`src/rtl/loader_pkg.sv`:
```
// Shared definitions for the boot-time program loader and the datapath
// (boot PC, default instruction-memory depth, loader FSM states).
package loader_pkg;

    localparam logic [31:0] BOOT_PC             = 32'h0040_0000;
    localparam int          DEFAULT_DEPTH_WORDS = 64;

    typedef enum logic [2:0] {
        HEADER,
        LOAD,
        CHECK,
        RUN,
        ERR
    } state_t;

endpackage

```
`src/rtl/program_loader.sv`:
```
// Boot loader: takes a framed word stream (count, program words, checksum),
// writes the program into instruction memory and holds the datapath in clear
// until the image is fully written and verified.
module program_loader
    import loader_pkg::*;
#(
    parameter logic [31:0] BASE_ADDR   = BOOT_PC,
    parameter int          DEPTH_WORDS = DEFAULT_DEPTH_WORDS
) (
    input  logic        clock,
    input  logic        clear_n,
    input  logic        in_valid,
    output logic        in_ready,
    input  logic [31:0] in_data,
    input  logic        in_last,
    output logic        imem_we,
    output logic [31:0] imem_addr,
    output logic [31:0] imem_wdata,
    output logic        dp_clear,
    output logic        done,
    output logic        error
);

    localparam int CW = $clog2(DEPTH_WORDS + 1);

    state_t        state;
    state_t        state_next;
    logic [CW-1:0] remaining;
    logic [31:0]   addr;
    logic [31:0]   sum;
    logic          accept;

    assign accept = in_valid && in_ready;

    always_comb begin
        state_next = state;
        if (accept) begin
            case (state)
                HEADER: begin
                    if (in_last || in_data == 32'd0 || in_data > 32'(DEPTH_WORDS))
                        state_next = ERR;
                    else
                        state_next = LOAD;
                end
                LOAD: begin
                    if (in_last)
                        state_next = ERR;
                    else if (remaining == CW'(1))
                        state_next = CHECK;
                end
                CHECK: begin
                    if (in_last && in_data == sum)
                        state_next = RUN;
                    else
                        state_next = ERR;
                end
                default: state_next = state;
            endcase
        end
    end

    always_ff @(posedge clock or negedge clear_n) begin
        if (!clear_n)
            state <= HEADER;
        else
            state <= state_next;
    end

    // Status outputs are registered from the next state so they change on
    // the same edge that enters RUN/ERR; the final write strobe is already
    // committing on that edge, so dp_clear never drops before memory is full.
    always_ff @(posedge clock or negedge clear_n) begin
        if (!clear_n) begin
            remaining  <= '0;
            addr       <= BASE_ADDR;
            sum        <= '0;
            in_ready   <= 1'b0;
            imem_we    <= 1'b0;
            imem_addr  <= BASE_ADDR;
            imem_wdata <= '0;
            dp_clear   <= 1'b1;
            done       <= 1'b0;
            error      <= 1'b0;
        end else begin
            in_ready <= (state_next != RUN) && (state_next != ERR);
            done     <= (state_next == RUN);
            error    <= (state_next == ERR);
            dp_clear <= (state_next != RUN);
            imem_we  <= 1'b0;
            if (accept) begin
                case (state)
                    HEADER: begin
                        remaining <= in_data[CW-1:0];
                        addr      <= BASE_ADDR;
                        sum       <= '0;
                    end
                    LOAD: begin
                        if (!in_last) begin
                            imem_we    <= 1'b1;
                            imem_addr  <= addr;
                            imem_wdata <= in_data;
                            sum        <= sum + in_data;
                            addr       <= addr + 32'd4;
                            remaining  <= remaining - CW'(1);
                        end
                    end
                    default: ;
                endcase
            end
        end
    end

endmodule

```
`config.mk`:
```
export PLATFORM = sky130hd
export DESIGN_NAME = program_loader
export DESIGN_NICKNAME = d
export VERILOG_FILES = /design/src/rtl/loader_pkg.sv /design/src/rtl/program_loader.sv
export SDC_FILE = /design/constraint.sdc
export NUM_CORES = 1
export LEC_CHECK = 0
export CORE_MARGIN = 5
export CORE_UTILIZATION = 50
export CTS_BUF_LIST = sky130_fd_sc_hd__clkbuf_4 sky130_fd_sc_hd__clkbuf_8 sky130_fd_sc_hd__clkbuf_16
export CTS_CLUSTER_SIZE = 40
export DETAILED_ROUTE_END_ITERATION = 10
export PLACE_DENSITY = 0.83
export SYNTH_ARGS = -nofsm -noshare
export SYNTH_HDL_FRONTEND = slang
export SYNTH_SLANG_ARGS = --single-unit
export TNS_END_PERCENT = 1
```
`constraint.sdc`:
```
create_clock -name clock -period 3 [get_ports clock]
set_input_delay 0.75 -clock clock [delete_from_list [all_inputs] [get_ports clock]]
set_output_delay 0.75 -clock clock [all_outputs]
set_load 0.01 [all_outputs]
```
==> flow_summary.yaml <==
synthesis:
  synth_compound_area_share_pct: 14.04
  synth_cell_type_count: 57
  synth_top_family_by_area: "simple AND/OR/NAND/NOR gates"
  synth_cells: 708
  syn_area_um2: 7398
  synth_xor_xnor_area_share_pct: 5.919
  synthMuxAreaShare_pct: 9.572
  synth-seq-cells: 139
  synth_flop_cell: "dfrtp_1"
  ys_seq_area_share_pct: 47.07
  synthSimpleGateAreaFrac_pct: 14.54
  synthArstFlopShare_pct: 100.0
  syn_avg_cell_area_um2: 10.45
  synth-edff-count: 0
  synth-warning-count: 0
  synthAdderAreaFrac_pct: 6.021
worst_setup_path:
  crit_family: "compound AO/OA/AOI/OAI gates"
  ff2ff_setup_slack_ns: 0.13
  crit_chain: "clkdlybuf4s50_1 -> ha_2 -> o21ai_1 -> nor2_1 -> o311ai_1 -> buf_4 -> nand4_1 -> a41oi_2 -> o21ai_1 -> buf_4 -> xor2_1 -> a22o_1"
  crit_required_ns: 3.31
  arrival_ns: 3.29
  reg2reg_depth: 10
  cp_num_buf_inv: 3
  crit_type: "input port to register"
  cp_slowest_stage_delay_ns: 0.52
  setup.worst_path.start_class: "input port"
  r2r_end: "sum[31]"
  critPathCaptureType: "register"
  r2r-start: "sum[13]"
  cp_max_fo: 4
  slowest_stage: "clkdlybuf4s50_1"
sta:
  fin_hold_ws_ns: 0.2830
  tns_ns: 0
  finalHoldViolCount: 0
  finalCriticalPeriod_ns: 2.983
  max_freq_mhz: 335.3
  finalClockSkew_ns: 0.008200
  slew_headroom_pct: 64.33
  finalCritPeriodShare_pct: 99.42
  setup_viol: 0
  rsz0062_at_grt: "true"
  finalWorstSetupSlack_ns: 0.01747
  slew_viol_final: 0
  tightest_slew_ns: 0.5351
run_status:
  status: "completed"
floorplan:
  coreArea_um2: 14530
  initial_utilization_pct: 50.90
  num_rows: 44
  die_w_um: 131.6
  fp.dieH_um: 131.6
  ios: 105
  die_area_um2: 17330
finish:
  multi_input_area_um2: 4046
  mostFrequentLayoutCells: "dfrtp_1, buf_4, clkdlybuf4s50_1, mux2_2, nor2_1"
  diodes: 0
  fill_cells: 1045
  fin_area_um2: 10390
  seq_area_um2: 3482
  fin_nets: 992
  area_delta_synth_final_pct: 40.40
  fin_util_pct: 71.47
  drive_above_1_share_pct: 30.33
  final_cells: 1117
  final_common_cell: "dfrtp_1"
place:
  hpwl_um: 13490
  portBuffers: 102
  gp_congestion: 0.8948
  placed_area_um2: 9580
  place_ws_ns: -0.7150
  dp_cells: 1083
clock_tree:
  cts_buffer_depth: 2
  cts.sinks: 139
  cts_tree: "built"
  numCtsBuffers: 17
  clk_latency_ns: 0.43
  htreeDepth: 4
  root_buffer: "clkbuf_16"
  clk_pin_slew_worst_paths_ns: 0.06
  cts_hold_buf: 0
global_routing:
  grt_start_max_net_pins: 78
  antenna_found_initial: 0
  grt_pass1_wl_um: 31110
  grt.total_usage_pct: 21.69
  grt_overflow: 0
  grt_pass1_vias: 6589
routing:
  routed_wl_um: 18910
  dr.first_iter.drc_count: 322
  wire_per_inst_um: 16.93
  vias: 6394
  viasPerCell: 5.724
  drc: 0
  drtAntennaViolNets: 0
  firstDrtPassIters: 5
power_and_ir_drop:
  ir_worst_vdd_mv: 0.3698
  total_power_mw: 4.531
  pwr_density_cell_nw_per_um2: 436.2
  leakagePower_nw: 4.915
worst_hold_path:
  hold_class: "input port to asynchronous set/reset pin"
job:
  cap_viol_max_count: 0
## flip-flops by register name, indices dropped and copies added (netlist names)
signal and flops:
sum 32, in_ready 1, imem_wdata 32, state 3, done 1, imem_we 1, addr 30, imem_addr 30
remaining 7, dp_clear 1, error 1
## power by group
part           total (mW)  internal, mW  switching [mW]
registers            2.01          1.94          0.0714
logic               0.462         0.208           0.254
clock network        2.06          1.25           0.814
total                4.53          3.39            1.14
## logic make-up (layout without fill, tap and decap cells)
kind of cell	count (synthesis)	in the layout
and+or+nand+nor	211	211
muxes	63	63
adders and majority gates	35	35
DFF	139	139
other	1	2
xor gates and xnor gates	50	50
AOI/OAI and AO/OA	157	157
buffers and inverters	52	276
## cell usage after synthesis (4+ instances only)
| cell | n | area share, % |
|---|---|---|
| xnor2_1 | 29 | 3.4 |
| nor2_1 | 53 | 2.7 |
| mux2_2 | 62 | 9.4 |
| and4_1 | 5 | 0.59 |
| clkbuf_1 | 32 | 1.6 |
| xor2_1 | 21 | 2.5 |
| a21oi_1 | 51 | 3.4 |
| or3_1 | 5 | 0.42 |
| ha_1 | 34 | 5.8 |
| nor4_1 | 19 | 1.6 |
| or2_2 | 5 | 0.42 |
| nand3_1 | 20 | 1.4 |
| o211ai_1 | 4 | 0.41 |
| nand2b_1 | 5 | 0.42 |
| nand4_1 | 13 | 1.1 |
| nand2_1 | 42 | 2.1 |
| a21o_1 | 13 | 1.3 |
| a22o_1 | 28 | 3.3 |
| dfrtp_1 | 136 | 46 |
| inv_1 | 15 | 0.76 |
| and3_1 | 11 | 0.93 |
| nor3_1 | 15 | 1.0 |
| o21ai_0 | 30 | 2.0 |
## worst max-delay path by stage
stage                 from       to  cells past startpoint
2_1_floorplan  in_data[14]  sum[31]                     11
3_3_place_gp   in_data[14]  sum[31]                     11
3_5_place_dp   in_data[13]  sum[31]                     11
4_1_cts        in_data[13]  sum[31]                     11
5_1_grt         in_data[2]  sum[17]                     12
6_report        in_data[2]  sum[17]                     12
## layer usage
metal / GRT usage, % / up-vias / share of wire, %
li1: - / 3022 / -
met1: 24.98 / 3109 / 40
met4: 10.11 / 0 / 3.7
met2: 37.87 / 199 / 52
met5: 0 / - / 0
met3: 5.428 / 64 / 4.8
## layout make-up
cell class	count	area share, %
clock buffer	18	4.228
clock inverter	13	1.373
multi-input combinational	518	38.95
tap	184	2.216
inverter	15	0.5420
sequential	139	33.52
timing repair buffer	230	19.16
## what timing repair did
item,4_1_cts,5_1_grt
gates resized for setup,21,44
setup endpoints to repair,13,17
pin swaps,9,20
buffers inserted,1,2
Power figures use the tool's default switching activity.
